$ cat config.mk
export PLATFORM = sky130hd
export DESIGN_NAME = fetchbuffer
export DESIGN_NICKNAME = d
export VERILOG_FILES = /design/src/rtl/fetchbuffer_pkg.sv /design/src/rtl/fetchbuffer_fifo.sv /design/src/rtl/fetchbuffer.sv
export SDC_FILE = /design/constraint.sdc
export NUM_CORES = 1
export LEC_CHECK = 0
export BUFFER_PORTS_ARGS = -buffer_cell sky130_fd_sc_hd__buf_2
export CAP_MARGIN = 20
export CORE_UTILIZATION = 50
export CTS_BUF_LIST = sky130_fd_sc_hd__clkbuf_4 sky130_fd_sc_hd__clkbuf_8 sky130_fd_sc_hd__clkbuf_16
export CTS_CLUSTER_SIZE = 8
export DETAILED_ROUTE_END_ITERATION = 8
export PLACE_DENSITY = 0.71
export SLEW_MARGIN = 20
export SYNTH_ARGS = -nofsm -noshare
export SYNTH_HDL_FRONTEND = slang
export SYNTH_SLANG_ARGS = --single-unit
$ cat constraint.sdc
create_clock -name clk -period 5.9 [get_ports clk]
set_input_delay 1.18 -clock clk [delete_from_list [all_inputs] [get_ports clk]]
set_output_delay 1.18 -clock clk [all_outputs]
set_load 0.1 [all_outputs]
$ cat src/rtl/fetchbuffer_pkg.sv
// ============================================================================
// fetchbuffer_pkg (package wires): memory-port handshake and fetchbuffer types
// Revision 1.0
// ============================================================================
`timescale 1ns/1ps
`default_nettype none

package wires;

  typedef struct packed {
    logic        mem_valid;
    logic        mem_instr;
    logic [31:0] mem_addr;
    logic [31:0] mem_wdata;
    logic [3:0]  mem_wstrb;
  } mem_in_type;

  typedef struct packed {
    logic        mem_ready;
    logic [31:0] mem_rdata;
  } mem_out_type;

  typedef enum logic [1:0] {
    IDLE    = 2'd0,
    FETCH   = 2'd1,
    DISCARD = 2'd2
  } fetchbuffer_state_type;

  typedef struct packed {
    logic [31:0] addr;
    logic [31:0] data;
  } fetchbuffer_entry_type;

  localparam logic [31:0] FB_WORD_STEP = 32'd4;

endpackage

`default_nettype wire

$ cat src/rtl/fetchbuffer_fifo.sv
// ============================================================================
// fetchbuffer_fifo: power-of-two FIFO of {addr, data} entries with clear
// Revision 1.0
// ============================================================================
`timescale 1ns/1ps
`default_nettype none

module fetchbuffer_fifo
  import wires::*;
#(
  parameter int depth = 4
) (
  input  logic                         rst,
  input  logic                         clk,
  input  logic                         push_i,
  input  logic                         pop_i,
  input  logic                         clear_i,
  input  fetchbuffer_entry_type        wdata_i,
  output fetchbuffer_entry_type        head_o,
  output logic [$clog2(depth+1)-1:0]   count_o
);

  localparam int AW = $clog2(depth);
  localparam int CW = $clog2(depth + 1);
  localparam logic [AW-1:0] PTR_ONE = AW'(1);
  localparam logic [CW-1:0] CNT_ONE = CW'(1);

  fetchbuffer_entry_type mem_q [depth];
  logic [AW-1:0] rd_ptr_q;
  logic [AW-1:0] wr_ptr_q;
  logic [CW-1:0] count_q;

  // Pointers wrap naturally because depth is a power of two.
  always_ff @(posedge clk or negedge rst) begin
    if (!rst) begin
      rd_ptr_q <= '0;
      wr_ptr_q <= '0;
      count_q  <= '0;
    end else if (clear_i) begin
      rd_ptr_q <= '0;
      wr_ptr_q <= '0;
      count_q  <= '0;
    end else begin
      if (push_i) wr_ptr_q <= wr_ptr_q + PTR_ONE;
      if (pop_i)  rd_ptr_q <= rd_ptr_q + PTR_ONE;
      if (push_i && !pop_i)      count_q <= count_q + CNT_ONE;
      else if (pop_i && !push_i) count_q <= count_q - CNT_ONE;
    end
  end

  always_ff @(posedge clk) begin
    if (push_i && !clear_i) mem_q[wr_ptr_q] <= wdata_i;
  end

  assign head_o  = mem_q[rd_ptr_q];
  assign count_o = count_q;

endmodule

`default_nettype wire

$ cat src/rtl/fetchbuffer.sv
// ============================================================================
// fetchbuffer: sequential instruction prefetch buffer between core and arbiter.
// Optional same-cycle response forwarding: define FETCHBUFFER_BYPASS_EN.
// Revision 1.0
// ============================================================================
`timescale 1ns/1ps
`default_nettype none

module fetchbuffer
  import wires::*;
#(
  parameter int depth = 4
) (
  input  logic        rst,
  input  logic        clk,
  input  mem_in_type  fetch_in,
  output mem_out_type fetch_out,
  input  logic        flush,
  output mem_in_type  imem_req,
  input  mem_out_type imem_rsp
);

  localparam int CW = $clog2(depth + 1);
  localparam logic [CW-1:0] DEPTH_C = CW'(depth);
  localparam logic [CW-1:0] CNT_ONE = CW'(1);

  fetchbuffer_state_type state_q, state_d;
  logic [31:0]   pf_addr_q, pf_addr_d;
  logic [31:0]   req_addr_q, req_addr_d;
  logic          outstanding_q, outstanding_d;
  logic          to_idle_q, to_idle_d;
  logic          fifo_push, fifo_pop, fifo_clear;
  logic [CW-1:0] count, count_d;
  fetchbuffer_entry_type head, push_entry;
  logic          hit, miss, rsp_fire, pending, inflight_match, bypass;
  logic          unused_fetch_bits;

  fetchbuffer_fifo #(.depth(depth)) u_fifo (
    .rst     (rst),
    .clk     (clk),
    .push_i  (fifo_push),
    .pop_i   (fifo_pop),
    .clear_i (fifo_clear),
    .wdata_i (push_entry),
    .head_o  (head),
    .count_o (count)
  );

  assign unused_fetch_bits = ^{fetch_in.mem_instr, fetch_in.mem_wdata, fetch_in.mem_wstrb};

  assign hit            = fetch_in.mem_valid && (count != '0) && (head.addr == fetch_in.mem_addr);
  assign miss           = fetch_in.mem_valid && !hit;
  assign rsp_fire       = outstanding_q && imem_rsp.mem_ready;
  assign pending        = outstanding_q && !imem_rsp.mem_ready;
  assign inflight_match = outstanding_q && (req_addr_q == fetch_in.mem_addr);
  assign push_entry     = '{addr: pf_addr_q, data: imem_rsp.mem_rdata};

`ifdef FETCHBUFFER_BYPASS_EN
  assign bypass = !flush && (state_q == FETCH) && (count == '0) && fetch_in.mem_valid
                  && rsp_fire && (pf_addr_q == fetch_in.mem_addr);
`else
  assign bypass = 1'b0;
`endif

  always_comb begin
    state_d    = state_q;
    pf_addr_d  = pf_addr_q;
    to_idle_d  = to_idle_q;
    fifo_push  = 1'b0;
    fifo_pop   = 1'b0;
    fifo_clear = 1'b0;
    fetch_out  = '0;

    if (flush) begin
      fifo_clear = 1'b1;
      to_idle_d  = 1'b1;
      state_d    = pending ? DISCARD : IDLE;
    end else if (miss && ((count != '0) || !inflight_match)) begin
      // A response landing this very cycle belongs to the old stream: dropped.
      fifo_clear = 1'b1;
      pf_addr_d  = fetch_in.mem_addr;
      to_idle_d  = 1'b0;
      state_d    = pending ? DISCARD : FETCH;
    end else begin
      if (hit) begin
        fifo_pop            = 1'b1;
        fetch_out.mem_ready = 1'b1;
        fetch_out.mem_rdata = head.data;
      end
      if (rsp_fire) begin
        case (state_q)
          FETCH: begin
            pf_addr_d = pf_addr_q + FB_WORD_STEP;
            if (bypass) begin
              fetch_out.mem_ready = 1'b1;
              fetch_out.mem_rdata = imem_rsp.mem_rdata;
            end else begin
              fifo_push = 1'b1;
            end
          end
          DISCARD: state_d = to_idle_q ? IDLE : FETCH;
          default: ;
        endcase
      end
    end

    count_d = count;
    if (fifo_clear)                  count_d = '0;
    else if (fifo_push && !fifo_pop) count_d = count + CNT_ONE;
    else if (fifo_pop && !fifo_push) count_d = count - CNT_ONE;

    // A pending request keeps its address; otherwise launch at the new pf_addr.
    outstanding_d = pending || ((state_d == FETCH) && (count_d < DEPTH_C));
    req_addr_d    = pending ? req_addr_q : pf_addr_d;
  end

  always_ff @(posedge clk or negedge rst) begin
    if (!rst) begin
      state_q       <= IDLE;
      pf_addr_q     <= '0;
      req_addr_q    <= '0;
      outstanding_q <= 1'b0;
      to_idle_q     <= 1'b0;
    end else begin
      state_q       <= state_d;
      pf_addr_q     <= pf_addr_d;
      req_addr_q    <= req_addr_d;
      outstanding_q <= outstanding_d;
      to_idle_q     <= to_idle_d;
    end
  end

  always_comb begin
    imem_req           = '0;
    imem_req.mem_instr = 1'b1;
    imem_req.mem_valid = outstanding_q;
    imem_req.mem_addr  = req_addr_q;
  end

endmodule

`default_nettype wire
==> results.md, run 1 <==
- Total CTS buffers: 47
- Startpoint types: flop
- Leakage: 0.00641 uW
- Yosys reg bits: 331
- Core Area: 28,900 um2
- Boundary pin count: 209
- Highest routed layer: met4
- Initial Utilization: 51.1%
- Met1 WL: 14,200 um
- Final setup fails: 0
- Tmin final: 5.64 ns
- TritonCTS clock tree: done
- Cell Area, Synth: 14,800 um2
- DRC viols: 0
- PortBufs: 134
- Worst EP arrival: 4.46 ns
- Maximum VDD drop: 0.000236 V
- Worst setup EP type: output pin
- Worst Path Required: 4.72 ns
- Reg clk slew, reported paths: 0.05 ns
- Largest net degree at the start of global routing: 62
- H-tree Lvls: 2
- Via Count: 8,567
- Initial DRC count: 653
- Clock skew: 0.0177 ns
- Setup_tns: 0 ns
- Utilization after layout: 59.9%
- Share of cells above drive strength 1: 32.7%
- Setup crit start: u_fifo.rd_ptr_q[0]
- Global route overflow: 0
- Hold slack: 0.473 ns
- Post-placement cell count: 1,420
- Max-slew violation count: 0
- Post-DRT Antenna Nets: 0
- Most common cell after layout, fill and taps aside: edfxtp_1
- YS warnings: 0
- Startpoint of the lowest-slack hold path: to_idle_q
- Placer's final routability congestion estimate: 0.908
- Post-synth cell types: 58
- Die H: 174 um
- Worst slew margin: 26.5%
- Area Growth Syn to Fin: 17.2%
- Initial antenna violation count: 1
- Hold Violations, Final: 0
- CTS Buffer Depth: 3
- Row cnt: 62
- Crit path kind: reg -> out
- Number of max-cap violations: 0
- Setup bufs post-CTS: 0
- Layout Cells excl Fill: 1,509
- Post-cts resize count: 0
- Critical Path Fanout Max: 52
- Register-to-Register Setup Slack: 0.78 ns
- Worst r2r src: u_fifo.rd_ptr_q[0]
- Ys flop type: edfxtp_1
- Share of flip-flops with an asynchronous set or reset: 22.7%
- Status: finished clean
- Fmax: 0.177 GHz
- Post-Syn Instances: 927
- Post-DP HPWL: 21,900 um
- Number of flops mapped to enable cells by yosys: 256
- Num Clock Sinks: 331
- Worst hold path type: reg -> reg
- Seq/Total Area, Yosys: 64.6%
- Routed wl met2: 16,300 um
- GR Util All Layers: 22.7%
- Unrepaired setup endpoints after global routing: false
- Crit path capture: fetch_out[31]
- Hold Buf Count CTS: 0
- Routed WL: 33,800 um
- Power per cell area: 362 nW/um2
- Met3 wire len: 2360 um
- Most frequent cells in the layout: 256 x edfxtp_1, 132 x buf_2, 73 x dfrtp_1
- Fill cell count: 2,193
- Worst slack, placed: 0.810 ns
- RR Endpoint: u_fifo.mem_q[1][31]
- Mean Syn Cell Area: 16.0 um2
- Storage element area: 9570 um2
- Drt pass-1 iters: 5
- Vias in the first global route: 8,675
- Nets@finish: 1,199
- Vias per inst: 5.68
- Slew of the pin with the lowest slew margin: 1.10 ns
- First-pass GRT wire length: 51,700 um
- Die W: 174 um
- Clock root buffer master: clkbuf_16
- Routed wire per std cell: 22.4 um
- Die area: 30,300 um2
- Multi-input combinational cell area: 4840 um2
- Cell count of the worst reg-to-reg path: 8
- Crit share post-route: 95.5%
- Final WS setup: 0.265 ns
- Worst skew pair latency: 0.55 ns
-- state kept, by name, indices dropped and copies added (netlist names) --
name,count
outstanding_q,1
pf_addr_q,32
u_fifo.count_o,3
u_fifo.rd_ptr_q,2
to_idle_q,1
req_addr_q,32
u_fifo.wr_ptr_q,2
state_q,2
u_fifo.mem_q,256
-- synth_stat cells (all sizes together) (5+ instances only) --
cell    count  area (um2)
a211oi      5        37.5
or3         5        31.3
dfrtp      75        1880
mux2i      23         230
and3       41         257
xor2       41         359
clkbuf     24        90.1
ha          8         100
nand4      15        93.8
edfxtp    256        7690
nand2      40         150
inv        13        48.8
nor3        8        45.0
a21oi      14        70.1
nor2b       9        56.3
nor4       15         100
nand3      22         110
nor2       29         109
mux2       56         728
nand2b     12        75.1
o21ai       8        40.0
buf        54         397
xnor2      46         403
mux4       57        1280
-- power by group --
part           leakage (uW)  total [uW]  switching [uW]  internal [uW]
Sequential          0.00319        2760             127           2630
Clock              0.000777        2630             963           1670
Combinational       0.00244         881             677            204
-- final cells by class --
| cell class | count | share of cell area [%] |
|---|---|---|
| Multi-Input combinational cell | 540 | 27.9 |
| Tap cell | 384 | 2.77 |
| Sequential cell | 331 | 55.2 |
| Antenna cell | 1 | 0.0144 |
| Inverter | 13 | 0.281 |
| Clock buffer | 84 | 8.38 |
| Timing Repair Buffer | 152 | 5.11 |
| Clock inverter | 4 | 0.353 |
-- cells by family (layout without fill, tap and decap cells) --
group / after synthesis / after routing / share of synthesized area [%]
AO/OA/AOI/OAI: 61 / 61 / 2.94
XOR/XNOR: 87 / 87 / 5.15
adder cells (fa/ha/maj): 8 / 8 / 0.677
buffers and inverters: 91 / 253 / 3.62
flip-flops: 331 / 331 / 64.6
multiplexers: 136 / 136 / 15.2
other: 2 / 38 / 0.0508
AND/OR/NAND/NOR: 211 / 211 / 7.76
-- routing by layer --
metal  up-vias  track usage [%]
met3        62             4.24
met2       351             36.3
met4         0             7.68
li1       3814                -
met5         -                0
met1      4340             31.5
-- critical path, stage by stage (launching register included) --
cell and delay [ns]:
dfrtp_4 0.93, mux4_2 0.60, xnor2_1 0.39, nand4_1 0.18
nor4_1 0.40, and4_1 0.30, buf_4 0.35, and3_1 0.24
buf_2 0.43
-- through the flow --
stage                     power [uW]  cell area [um2]
final                           6280            17300
after global routing            6460            17300
after CTS                       6310            17300
after detailed placement        3680            15800
after global placement          3670            15800
after floorplan                 3470            14900
-- worst min path at each step --
stage	endpoint	slack, ns	depth (start not counted)
5_1_grt	pf_addr_q[0]	0.50	1
6_report	to_idle_q	0.47	2
3_5_place_dp	to_idle_q	0.46	2
4_1_cts	to_idle_q	0.48	2
2_1_floorplan	to_idle_q	0.45	2
3_3_place_gp	to_idle_q	0.46	2
Power figures use the tool's default switching activity.
==> run 2: changes to the inputs <==
--- a/config.mk
+++ b/config.mk
@@ -7,11 +7,13 @@
 export LEC_CHECK = 0
 export BUFFER_PORTS_ARGS = -buffer_cell sky130_fd_sc_hd__buf_2
 export CAP_MARGIN = 20
+export CORE_MARGIN = 2
 export CORE_UTILIZATION = 50
 export CTS_BUF_LIST = sky130_fd_sc_hd__clkbuf_4 sky130_fd_sc_hd__clkbuf_8 sky130_fd_sc_hd__clkbuf_16
 export CTS_CLUSTER_SIZE = 8
 export DETAILED_ROUTE_END_ITERATION = 8
 export PLACE_DENSITY = 0.71
+export RECOVER_POWER = 50
 export SLEW_MARGIN = 20
 export SYNTH_ARGS = -nofsm -noshare
 export SYNTH_HDL_FRONTEND = slang
==> run 2 against run 1 <==
Compared with the run above: the flow now finishes with violations (max-capacitance violations, max-slew violations); core utilization shrank 0.060 points; wire length is 2.0% higher; critical path depth up 1; cell count up 0.33%; sequential power about the same; worst hold slack improved by 0.015 ns; power hardly changed; global-route usage fell by 0.077 points; fmax down 0.13%; final area is 0.10% lower; clock-buffer cell count decreased by 1; sequential share of layout area increased by 0.056 points; critical endpoint is now fetch_out[32]; largest power group unchanged.
==> results.md, run 2 (synthesis gave the netlist of run 1 again) <==
- Initial antenna violation count: 2 (was 1)
- Most frequent cells in the layout: 256 x edfxtp_1, 73 x dfrtp_1, 68 x buf_2 (was 256 x edfxtp_1, 132 x buf_2, 73 x dfrtp_1)
- Initial Utilization: 51.1% (unchanged)
- Initial DRC count: 864 (was 653)
- Share of cells above drive strength 1: 27.2% (was 32.7%)
- Worst Path Required: 4.72 ns (about the same)
- TritonCTS clock tree: done (unchanged)
- Startpoint of the lowest-slack hold path: to_idle_q (unchanged)
- Drt pass-1 iters: 5 (unchanged)
- Crit path buf inv count: 3 (was 2)
- Power per cell area: 362 nW/um2 (about the same)
- Routed wire per std cell: 22.8 um (was 22.4 um)
- Largest net degree at the start of global routing: 76 (was 62)
- Routed WL: 34,500 um (was 33,800 um)
- Critical Path Fanout Max: 36 (was 52)
- Hold Violations, Final: 0 (unchanged)
- GR Util All Layers: 22.6% (was 22.7%)
- Post-DRT Antenna Nets: 0 (unchanged)
- Worst slew margin: -154% (was 26.5%)
- RR Endpoint: u_fifo.mem_q[3][48] (was u_fifo.mem_q[1][31])
- Worst hold path type: reg -> reg (unchanged)
- Boundary pin count: 209 (unchanged)
- Die area: 31,000 um2 (was 30,300 um2)
- Via Count: 8,729 (was 8,567)
- DRC viols: 0 (unchanged)
- Die W: 176 um (was 174 um)
- Reg clk slew, reported paths: 0.05 ns (about the same)
- Hold depth: 2 (unchanged)
- Total CTS buffers: 47 (unchanged)
- H-tree Lvls: 2 (unchanged)
- Slowest cell delay on critical path: 0.91 ns (was 0.93 ns)
- Die H: 176 um (was 174 um)
- Most common cell after layout, fill and taps aside: edfxtp_1 (unchanged)
- Worst setup EP type: output pin (unchanged)
- First-pass GRT wire length: 52,500 um (was 51,700 um)
- Largest register FFs: 256 (unchanged)
- Max-slew violation count: 76 (was 0)
- Core Area: 28,900 um2 (unchanged)
- CP cell instances: mux4_2 > xnor2_1 > nand4_1 > nor4_1 > and4_1 > buf_4 > nand2_1 > inv_1 > buf_2 (was mux4_2 > xnor2_1 > nand4_1 > nor4_1 > and4_1 > buf_4 > and3_1 > buf_2)
- Area Growth Syn to Fin: 17.1% (was 17.2%)
- Startpoint types: flop (unchanged)
- Crit path kind: reg -> out (unchanged)
- Multi-input combinational cell area: 4850 um2 (was 4840 um2)
- Worst r2r src: u_fifo.rd_ptr_q[0] (unchanged)
- Number of max-cap violations: 1 (was 0)
- Maximum VDD drop: 0.000225 V (was 0.000236 V)
- Num Clock Sinks: 331 (unchanged)
- Largest registers: u_fifo.mem_q: 256 flops, pf_addr_q: 32 flops, req_addr_q: 32 flops (unchanged)
- Final setup fails: 0 (unchanged)
- Fill cell count: 2,239 (was 2,193)
- CP top delay family: simple AND/OR/NAND/NOR gates (unchanged)
- Worst Hold End: to_idle_q (unchanged)
- Storage element area: 9570 um2 (unchanged)
- Tmin final: 5.64 ns (about the same)
- Leakage: 0.00626 uW (was 0.00641 uW)
- Placer's final routability congestion estimate: 0.856 (was 0.908)
- Hold slack: 0.488 ns (was 0.473 ns)
- Vias per inst: 5.77 (was 5.68)
- Post-cts resize count: 0 (unchanged)
- Global route overflow: 0 (unchanged)
- Row cnt: 62 (unchanged)
- Failing checks: max-capacitance violations, max-slew violations
- Status: finished, violations left (was finished clean)
- Post-DP HPWL: 22,600 um (was 21,900 um)
- CP max stage cell: dfrtp_4 (unchanged)
- Fmax: 0.177 GHz (about the same)
- Cell count of the worst reg-to-reg path: 8 (unchanged)
- Setup_tns: 0 ns (unchanged)
- Unrepaired setup endpoints after global routing: false (unchanged)
- Worst EP arrival: 4.46 ns (about the same)
- Crit share post-route: 95.6% (was 95.5%)
- Hold Buf Count CTS: 0 (unchanged)
- Setup bufs post-CTS: 0 (unchanged)
- Register-to-Register Setup Slack: 0.79 ns (was 0.78 ns)
- Nets@finish: 1,204 (was 1,199)
- Slew of the pin with the lowest slew margin: 3.80 ns (was 1.10 ns)
- CTS Buffer Depth: 3 (unchanged)
- PortBufs: 134 (unchanged)
- Worst skew pair latency: 0.55 ns (about the same)
- Reg with most FFs: u_fifo.mem_q (unchanged)
- Clock root buffer master: clkbuf_16 (unchanged)
- Clock skew: 0.0111 ns (was 0.0177 ns)
- Vias in the first global route: 8,864 (was 8,675)
run 2: cell types whose count changed in the layout (fill, tap and decap cells not counted), sizes merged:
cell,previous run,this run
clkbuf,84,148
buf,152,91
clkdlybuf4s25,0,1
clkinv,2,3
diode,1,2
inv,15,14
run 2: layout make-up:
| cell class | instances | area share, % |
|---|---|---|
| flip-flops and latches | 331 | 55.2 |
| multi-input cells | 540 | 28.0 |
| clock buffers | 83 | 8.35 |
| repair buffers | 157 | 4.86 |
| well taps | 384 | 2.77 |
| clock inverters | 4 | 0.491 |
| inverters | 13 | 0.282 |
| diodes | 2 | 0.0289 |
run 2: power breakdown:
part / leakage (uW) / internal (uW) / switching [uW]
logic: 0.00229 / 187 / 678
registers: 0.00319 / 2630 / 128
clock network: 0.000781 / 1670 / 978
total: 0.00626 / 4490 / 1780
run 2: worst reg2reg max path, delay by kind of cell, from the launching register on:
kind,cells,cell delay [ns]
compound gates,2,0.80
buf+inv,1,0.33
simple gates,3,1.69
mux,1,0.66
xor+xnor,1,0.42
flops,1,0.91
run 2: routing by layer:
metal  share of wire, %  GRT usage, %  vias to the layer above
li1                   -             -                     3839
met1                 41          31.5                     4433
met2                 48          36.2                      401
met3                8.1          4.93                       56
met4                2.5          6.92                        0
met5                  0             0                        -
run 2: how the worst max path moves through the flow:
stage / startpoint / slack [ns] / endpoint / cells past startpoint
finish: u_fifo.rd_ptr_q[0] / 0.26 / fetch_out[32] / 9
global route: u_fifo.rd_ptr_q[0] / 0.03 / fetch_out[32] / 9
CTS: u_fifo.rd_ptr_q[0] / 0.22 / fetch_out[32] / 9
detailed placement: u_fifo.rd_ptr_q[0] / 0.83 / u_fifo.mem_q[3][48] / 8
global placement: u_fifo.rd_ptr_q[0] / 0.83 / fetch_out[32] / 9
floorplan: fetch_in[37] / 0.96 / u_fifo.mem_q[0][0] / 7
run 2: per-stage QoR:
step / std cells / setup WS, ns / utilization, % / cell area, um2 / total power [uW]
after floorplan: 962 / 0.961 / - / 14900 / 3470
after global placement: 1425 / 0.827 / 54.8 / 15900 / 3670
after detailed placement: 1425 / 0.832 / 54.8 / 15900 / 3680
after CTS: 1512 / 0.224 / 60.1 / 17400 / 6320
after global routing: 1514 / 0.0321 / 59.9 / 17300 / 6470
final: 1514 / 0.257 / 59.9 / 17300 / 6280
